==> src/rtl/pool_pkg.sv <==
`default_nettype none
// ----------------------------------------------------------------------
// pool_pkg: shared types and elaboration-time helpers for pooling blocks
// Rev 1.0
// ----------------------------------------------------------------------
package pool_pkg;

  typedef enum logic {
    POOL_AVG = 1'b0,
    POOL_MAX = 1'b1
  } pool_mode_e;

  function automatic int clog2(input int value);
    int r;
    r = 0;
    while ((1 << r) < value) r++;
    return r;
  endfunction

  function automatic int ofm_size(input int ifm, input int k, input int s);
    return (ifm - k) / s + 1;
  endfunction

endpackage
`default_nettype wire

==> src/rtl/pool_line_buffer.sv <==
`default_nettype none
// ----------------------------------------------------------------------
// pool_line_buffer: one-lane raster line buffer exposing a flat KxK window
// Rev 1.0
// ----------------------------------------------------------------------
module pool_line_buffer #(
  parameter int DATA_WIDTH  = 32,
  parameter int IFM_SIZE    = 28,
  parameter int KERNEL_SIZE = 2
) (
  input  logic                                          clk,
  input  logic                                          shift_en,
  input  logic [DATA_WIDTH-1:0]                         data_in,
  output logic [KERNEL_SIZE*KERNEL_SIZE*DATA_WIDTH-1:0] window
);
  localparam int FIFO_SIZE = (KERNEL_SIZE - 1) * IFM_SIZE + KERNEL_SIZE;

  // Entry 0 is the pixel being presented; only the older entries need storage.
  logic [DATA_WIDTH-1:0] sr [FIFO_SIZE-1];

  always_ff @(posedge clk) begin
    if (shift_en) begin
      sr[0] <= data_in;
      for (int n = 1; n < FIFO_SIZE - 1; n++) begin
        sr[n] <= sr[n-1];
      end
    end
  end

  for (genvar j = 0; j < KERNEL_SIZE; j++) begin : g_row
    for (genvar i = 0; i < KERNEL_SIZE; i++) begin : g_col
      localparam int ENTRY = j * IFM_SIZE + i;
      if (ENTRY == 0) begin : g_newest
        assign window[(j*KERNEL_SIZE+i)*DATA_WIDTH +: DATA_WIDTH] = data_in;
      end else begin : g_stored
        assign window[(j*KERNEL_SIZE+i)*DATA_WIDTH +: DATA_WIDTH] = sr[ENTRY-1];
      end
    end
  end

endmodule
`default_nettype wire

==> src/rtl/pool_stream_engine.sv <==
`default_nettype none
// ----------------------------------------------------------------------
// pool_stream_engine: streaming KxK avg/max pooling over NUM_CH lanes
// Rev 1.0
// ----------------------------------------------------------------------
module pool_stream_engine
  import pool_pkg::*;
#(
  parameter int DATA_WIDTH  = 32,
  parameter int IFM_SIZE    = 28,
  parameter int KERNEL_SIZE = 2,
  parameter int STRIDE      = 2,
  parameter int NUM_CH      = 1
) (
  input  logic                         clk,
  input  logic                         reset,
  input  logic                         clear,
  input  logic                         pool_mode,
  input  logic                         in_valid,
  input  logic [NUM_CH*DATA_WIDTH-1:0] data_in,
  output logic                         out_valid,
  output logic [NUM_CH*DATA_WIDTH-1:0] data_out,
  output logic                         frame_done
);
  localparam int OFM_SIZE = ofm_size(IFM_SIZE, KERNEL_SIZE, STRIDE);
  localparam int LOG_K    = clog2(KERNEL_SIZE);
  localparam int SUM_W    = DATA_WIDTH + 2 * LOG_K;
  localparam int WIN_W    = KERNEL_SIZE * KERNEL_SIZE * DATA_WIDTH;
  localparam int CNT_W    = (IFM_SIZE > 1) ? clog2(IFM_SIZE) : 1;
  localparam int PH_W     = (STRIDE > 1) ? clog2(STRIDE) : 1;
  localparam int LAST_POS = (KERNEL_SIZE - 1) + (OFM_SIZE - 1) * STRIDE;

  localparam logic [CNT_W-1:0] CNT_END  = CNT_W'(IFM_SIZE - 1);
  localparam logic [CNT_W-1:0] WIN_FIRST = CNT_W'(KERNEL_SIZE - 1);
  localparam logic [CNT_W-1:0] PH_SYNC  = CNT_W'(KERNEL_SIZE - 2);
  localparam logic [CNT_W-1:0] WIN_LAST = CNT_W'(LAST_POS);
  localparam logic [PH_W-1:0]  PH_END   = PH_W'(STRIDE - 1);

  logic [CNT_W-1:0] col, row;
  logic [PH_W-1:0]  col_ph, row_ph;
  pool_mode_e       mode_q;

  logic       col_last, row_last, frame_start, fire, fire_last;
  pool_mode_e frame_mode;

  logic [WIN_W-1:0]             lane_win [NUM_CH];
  logic                         s1_valid, s1_last;
  pool_mode_e                   s1_mode;
  logic [WIN_W-1:0]             s1_win [NUM_CH];
  logic [NUM_CH*DATA_WIDTH-1:0] reduced;

  always_comb begin
    col_last    = (col == CNT_END);
    row_last    = (row == CNT_END);
    frame_start = (row == '0) && (col == '0);
    frame_mode  = frame_start ? pool_mode_e'(pool_mode) : mode_q;
    // Phase counters are zero exactly on stride-aligned window corners.
    fire        = in_valid && (row >= WIN_FIRST) && (col >= WIN_FIRST)
                  && (row_ph == '0) && (col_ph == '0);
    fire_last   = fire && (row == WIN_LAST) && (col == WIN_LAST);
  end

  always_ff @(posedge clk or negedge reset) begin
    if (!reset) begin
      col    <= '0;
      row    <= '0;
      col_ph <= '0;
      row_ph <= '0;
      mode_q <= POOL_AVG;
    end else if (clear) begin
      col    <= '0;
      row    <= '0;
      col_ph <= '0;
      row_ph <= '0;
      mode_q <= POOL_AVG;
    end else if (in_valid) begin
      col <= col_last ? '0 : col + CNT_W'(1);
      if (col == PH_SYNC || col_ph == PH_END) col_ph <= '0;
      else                                    col_ph <= col_ph + PH_W'(1);
      if (col_last) begin
        row <= row_last ? '0 : row + CNT_W'(1);
        if (row == PH_SYNC || row_ph == PH_END) row_ph <= '0;
        else                                    row_ph <= row_ph + PH_W'(1);
      end
      if (frame_start) mode_q <= pool_mode_e'(pool_mode);
    end
  end

  // Mode travels with each window so a new frame cannot retarget in-flight ones.
  always_ff @(posedge clk or negedge reset) begin
    if (!reset) begin
      s1_valid <= 1'b0;
      s1_last  <= 1'b0;
      s1_mode  <= POOL_AVG;
    end else if (clear) begin
      s1_valid <= 1'b0;
      s1_last  <= 1'b0;
      s1_mode  <= POOL_AVG;
    end else begin
      s1_valid <= fire;
      s1_last  <= fire_last;
      if (fire) s1_mode <= frame_mode;
    end
  end

  always_ff @(posedge clk) begin
    if (fire) begin
      for (int c = 0; c < NUM_CH; c++) begin
        s1_win[c] <= lane_win[c];
      end
    end
  end

  for (genvar c = 0; c < NUM_CH; c++) begin : g_lane
    logic signed [SUM_W-1:0]      sum;
    logic signed [DATA_WIDTH-1:0] tap;
    logic signed [DATA_WIDTH-1:0] max_val;
    logic        [DATA_WIDTH-1:0] result;

    pool_line_buffer #(
      .DATA_WIDTH  (DATA_WIDTH),
      .IFM_SIZE    (IFM_SIZE),
      .KERNEL_SIZE (KERNEL_SIZE)
    ) u_line_buffer (
      .clk      (clk),
      .shift_en (in_valid),
      .data_in  (data_in[c*DATA_WIDTH +: DATA_WIDTH]),
      .window   (lane_win[c])
    );

    always_comb begin
      sum     = '0;
      tap     = '0;
      max_val = s1_win[c][DATA_WIDTH-1:0];
      for (int t = 0; t < KERNEL_SIZE * KERNEL_SIZE; t++) begin
        tap = s1_win[c][t*DATA_WIDTH +: DATA_WIDTH];
        sum = sum + SUM_W'(tap);
        if (tap > max_val) max_val = tap;
      end
      // Arithmetic shift floors toward -inf, e.g. -2.5 becomes -3.
      result = (s1_mode == POOL_MAX) ? max_val : DATA_WIDTH'(sum >>> (2 * LOG_K));
    end

    assign reduced[c*DATA_WIDTH +: DATA_WIDTH] = result;
  end

  always_ff @(posedge clk or negedge reset) begin
    if (!reset) begin
      out_valid  <= 1'b0;
      frame_done <= 1'b0;
      data_out   <= '0;
    end else if (clear) begin
      out_valid  <= 1'b0;
      frame_done <= 1'b0;
      data_out   <= '0;
    end else begin
      out_valid  <= s1_valid;
      frame_done <= s1_valid && s1_last;
      if (s1_valid) data_out <= reduced;
    end
  end

endmodule
`default_nettype wire

==> config.mk <==
export PLATFORM = sky130hd
export DESIGN_NAME = pool_stream_engine
export DESIGN_NICKNAME = d
export VERILOG_FILES = /design/src/rtl/pool_pkg.sv /design/src/rtl/pool_line_buffer.sv /design/src/rtl/pool_stream_engine.sv
export SDC_FILE = /design/constraint.sdc
export NUM_CORES = 1
export LEC_CHECK = 0
export ABC_AREA = 1
export CORE_ASPECT_RATIO = 0.5
export CORE_MARGIN = 4
export CORE_UTILIZATION = 55
export CTS_BUF_LIST = sky130_fd_sc_hd__clkbuf_8 sky130_fd_sc_hd__clkbuf_16
export DETAILED_ROUTE_END_ITERATION = 6
export GPL_TIMING_DRIVEN = 0
export PLACE_DENSITY = 0.72
export SLEW_MARGIN = 25
export SYNTH_ARGS = -nofsm -noshare
export SYNTH_HDL_FRONTEND = slang
export SYNTH_SLANG_ARGS = --single-unit
==> constraint.sdc <==
create_clock -name clk -period 5.8 [get_ports clk]
set_input_delay 1.74 -clock clk [delete_from_list [all_inputs] [get_ports clk]]
set_output_delay 1.74 -clock clk [all_outputs]
set_load 0.01 [all_outputs]
* Yosys cells after proc, flatten, opt, wreduce, memory -nomap -nowiden
Memory sizes are Yosys's and may differ from the RTL's.
Cells that the tools add are included.
** Word-level totals
- Register bits after elaboration :: 50
- Memory bits (writable) :: 1056
- Output and inout port bits :: 34
- Logic and storage cells :: 79
- Memories kept :: 2
** Operators by class
- Add/sub/neg operators :: 7
- Magnitude comparators :: 5
- Equality and inequality tests :: 2
- Muxes and demuxes :: 33
- Bitwise gates (word level) :: 2
- Reductions and logical operators :: 17
** Memory list
- g_lane[0].u_line_buffer.sr :: depth 29, width 32, read ports 29, clocked after Yosys merged registers in 0, wr ports 29, RTL line pool_line_buffer.sv:19 : logic [DATA_WIDTH-1:0] sr [FIFO_SIZE-1];
- s1_win :: depth 1, width 128, read ports 1, clocked after Yosys merged registers in 0, wr ports 1, RTL line pool_stream_engine.sv:49 : logic [WIN_W-1:0] s1_win [NUM_CH];
** Operators by type and width (count)
- 2-to-1 mux 32 bit :: 6
- greater-than comparator 32 bit :: 3
- 2-to-1 mux 5 bit :: 7
- adder 33 x 32 -> 34 bit :: 1
- adder 34 x 32 -> 34 bit :: 1
- adder 32 x 32 -> 33 bit :: 1
- 2-to-1 mux 1 bit :: 20
- adder 5 x 1 -> 5 bit, second input constant :: 2
- equality test 5 bit, second input constant :: 2
- >= comparator 5 x 1 -> 1 bit, second input constant :: 2
- zero test 5 bit :: 2
- logical AND 1 bit :: 8
- nonzero test 2 bit :: 4
- adder 1 bit, second input constant :: 2
- logical OR 1 bit :: 2
- inverter 1 bit :: 2
- AND reduction 2 bit :: 1

* Longest topological paths before layout
- Depth after elaboration :: 9
- Depth in mapped cells :: 54
- Mapped depth without buffers :: 51

* By module
From an unflattened synthesis, not the netlist that was laid out.
** Unflattened totals
- Cell total of the unflattened synthesis :: 2660
- Area, all modules :: 42424.4 um2
** By module, submodules not included
- pool_line_buffer :: instances 1, cells each 1056, area each 28827.6 um2, sequential area each 27866.7 um2
- pool_stream_engine :: instances 1, cells each 1604, area each 13596.8 um2, sequential area each 5094.9 um2

* Worst setup path after synthesis
No wires, ideal clock.
- Path kind :: input port to flip-flop
- Start :: input in_valid
- End :: memory s1_win[0][0] in the netlist's numbering (enable)
- Arrival :: 4569 ps
- Data required time :: 5320 ps
- Path slack :: 751 ps
- Stages :: 4
- Path through :: inv_1 > nor3_1 > nand3_1 > inv_1
** Between the ends
- Word-level cells in the longest chain between the ends :: 6
** RTL lines
- start, declared :: RTL line pool_stream_engine.sv:19 : input logic in_valid,
- logical AND 1 bit (2 in a row) :: RTL line pool_stream_engine.sv:58 : fire = in_valid && (row >= WIN_FIRST) && (col >= WIN_FIRST)
- logical AND 1 bit (2 in a row) :: RTL line pool_stream_engine.sv:59 : && (row_ph == '0) && (col_ph == '0);
- named net fire :: RTL line pool_stream_engine.sv:43 : logic col_last, row_last, frame_start, fire, fire_last;
- 2-to-1 mux 1 bit :: RTL line pool_stream_engine.sv:107 : if (fire) begin
- 2-to-1 mux 1 bit (implied by the code) :: RTL line pool_stream_engine.sv:109 : s1_win[c] <= lane_win[c];
- end, declared :: RTL line pool_stream_engine.sv:49
The timed path passes the listed nets, and every way through them passes these cells.

==> results by group <==
Place
  – Place WS: -1300 ps
  – HPWL after detailed placement: 51600 µm
  – Placer congestion estimate: approximately 0.91
  – IO Port Bufs: 69

STA
  – Final setup viols: 32
  – Max-slew violations: 0
  – RSZ-0062 raised after global routing: yes
  – Min Tclk post-route: 6180 ps
  – Final worst slack: -378 ps
  – Worst slew pin tran: 924 ps
  – Relative max-transition margin: 38.4%
  – Fmax: ~0.16 GHz
  – Setup Skew: ~36 ps
  – Final Cycle Share: 107%
  – Final Hold Vio Count: 0

Critical path
  – CP endpoint kind: flip-flop
  – Critical Path AT: between 6000 and 7000 ps
  – Slowest stage cell on the critical path: edfxtp_1
  – Startpoint Class: flip-flop
  – Reg2Reg Depth: 39
  – Cell family with most CP delay: simple AND/OR/NAND/NOR gates
  – Buf/Inv on CP: 9
  – Critical path's largest stage delay: just over 500 ps
  – WP depth: 39
  – Worst EP required: between 6000 and 7000 ps
  – Crit Path Class: reg2reg
  – Crit path max fanout: 10

Synthesis
  – Synth warnings: 0
  – EDFF count, synth: 1056
  – Post-synth net total: ~2800
  – Flip-flop and latch count after synthesis: approximately 1100
  – Count of cell types in the netlist: 44
  – Yosys top cell by area: edfxtp_1
  – Synth area leaders: edfxtp_1, ha_1, nand2_1
  – Count leader, synth: edfxtp_1
  – Sequential area share after synthesis: 79.4%
  – Cell area after synthesis: 41500 µm²
  – Async set-reset flop share out of synthesis: under 10%
  – Top-area cell type share of the netlist area: about 76%
  – Syn Area/Cell: 16.4 µm²
  – Top cells by count, synth: edfxtp_1, nand2_1, inv_1
  – Gate Count Post-Synth: 2531
  – Synth Flop Type: edfxtp_1

GRT
  – Gr usage total: 20.7%
  – Total grt overflow: 0
  – Initial antenna violation count: 5
  – Largest net degree at the start of global routing: 154
  – Vias in the first global route: 20600
  – First-pass GRT wire length: about 120000 µm

Pwr
  – Clock network fraction of total power: between 20% and 30%
  – Int Pwr: around 17 mW
  – Peak supply drop: roughly 0.48 mV
  – Comb pwr share: about two fifths
  – Switching share of power: 34.6%
  – PnR Total Power: about 26 mW
  – Sequential Power Share: between 30% and 40%
  – Pwr/cell area: 512 nW/µm²
  – Leak: 18.9 nW
  – Total net switching power: 8.86 mW

Drt
  – Via count: 21100
  – Routed WL: 84600 µm
  – Drt drc: 0
  – Routed WL per cell: 21.7 µm
  – Via density: ~5.4
  – DRT Pass-1 Iters: 5
  – Post-route ant nets: 0
  – Iteration-0 DRC Markers: 2155

Floorplan
  – DIE HEIGHT: 202 µm
  – Initial Util: between 50% and 60%
  – Die ar.: about 80000 µm²
  – IO Pins: 71
  – Core area: ~74000 µm²
  – Die width: between 300 and 400 µm
  – Std cell rows: 70

Clocking
  – Root Driver: clkbuf_16
  – CTS Hold Bufs: 0
  – CTS clk-pin slew, worst paths: 70 ps
  – TritonCTS clock tree: built
  – H-Tree Depth: 3
  – Worst-Skew Late Latency: just under 700 ps
  – Sink Count: 1106
  – Cts bufs inserted: 89
  – CTS Buffer Depth: 3

Layout
  – Proportion of layout cells with a drive suffix above 1: about 22%
  – Area Growth Syn to Fin: 20.7%
  – Layout Nets: 3044

Outcome
  – Status: finished with violations
  – Failing checks: negative setup slack

Hold path
  – Min-delay worst type: reg2reg
  – Hold Path Cell Cnt: 0

Run
  – Max cap viols: 0
==> routing by layer <==
metal | GRT usage, % | share of wire, %
met4 | 5.58 | 2.5
met5 | 0 | 0
met1 | 32.2 | 47
met2 | 30.6 | 45
met3 | 3.58 | 5.9
==> state kept, by name, indices dropped and copies added (netlist names) <==
name	flops
g_lane.u_line_buffer.sr	928
s1_win	128
data_out	32
col	5
row	5
col_ph	1
frame_done	1
mode_q	1
out_valid	1
row_ph	1
s1_last	1
s1_mode	1
s1_valid	1
==> metrics by stage <==
step | hold slack (ps) | cell area, µm² | std cells | util [%] | TNS [ps]
after global routing | 414 | 50100 | 3892 | 67.7 | -15090
after detailed placement | 405 | 43700 | 3617 | 59.1 | -57830
after floorplan | 400 | 41500 | 2531 | - | 0
after CTS | 411 | 48100 | 3842 | 65.0 | -6430
after global placement | 400 | 43400 | 3608 | 58.8 | -
final | 406 | 50100 | 3894 | 67.7 | -10460
==> cells in the final DEF, fill, tap and decap left out, types with 9 or more instances in the layout <==
cell and instances:
a21o_1 9, a21oi_1 68, a21oi_2 17, buf_12 18
buf_16 11, buf_4 84, buf_6 12, clkbuf_1 10
clkbuf_16 96, clkdlybuf4s50_1 67, clkinv_1 20, clkinv_2 19
dfrtp_1 50, edfxtp_1 1056, fa_1 65, ha_1 81
ha_4 52, inv_1 195, inv_2 28, nand2_1 299
nand2_2 98, nand2_4 43, nand3_1 81, nand3_2 37
nand3_4 31, nand4_1 50, nor2_1 71, nor2_4 9
nor3_1 9, o21ai_0 44, or2_4 21, xor2_1 16
==> area by class of cell <==
class | count | area, µm²
Sequential cell | 1106 | 33000
Inverter | 207 | 785
Multi-Input combinational cell | 1178 | 9650
Antenna cell | 2 | 5.00
Tap cell | 1008 | 1260
Clock inverter | 75 | 628
Buffer | 35 | 360
Timing Repair Buffer | 192 | 2160
Fill cell | 4822 | 23900
Clock buffer | 91 | 2250
==> cells by family after synthesis <==
logic type | Yosys count | synth area share [%]
xor+xnor | 19 | 0.401
simple gates | 774 | 8.14
buf+inv | 247 | 2.38
fa+ha+maj | 198 | 7.15
flops | 1106 | 79.4
compound gates | 187 | 2.50
==> worst reg2reg max path, delay by kind of cell (launching register included) <==
family | cells | cell delay, ps
AO/OA/AOI/OAI | 4 | 700
AND/OR/NAND/NOR | 23 | 2800
flip-flops | 1 | 510
adder cells (fa/ha/maj) | 3 | 770
buffers and inverters | 9 | 1290
==> final timing paths <==
path | slack (ps) | endpoint | start
hold / removal | 410 | g_lane[0].u_line_buffer.sr[0][235] | g_lane[0].u_line_buffer.sr[0][203]
min in group asynchronous | 1040 | col[0] | reset
hold reg to reg | 410 | g_lane[0].u_line_buffer.sr[0][235] | g_lane[0].u_line_buffer.sr[0][203]
setup reg to reg | -380 | data_out[16] | s1_win[0][42]
setup / recovery | -380 | data_out[16] | s1_win[0][42]
max in group asynchronous | 4500 | data_out[19] | reset
==> power by group through the flow <==
| stage | Sequential, mW | Clock (mW) | Combinational [mW] |
|---|---|---|---|
| final | 9.80 | 5.93 | 9.91 |
| after global routing | 9.85 | 6.48 | 10.7 |
| after CTS | 9.80 | 6.11 | 7.83 |
| after detailed placement | 9.97 | 0 | 6.22 |
| after global placement | 10.4 | 0 | 6.16 |
| after floorplan | 9.85 | 0 | 4.22 |
==> what timing repair did <==
action / 4_1_cts / 5_1_grt
setup buffers: 57 / 48
pin swaps: 52 / 159
cloned: 5 / 7
gates resized for setup: 224 / 326
setup endpoints to repair: 32 / 32
(Power assumes the default switching activity.)
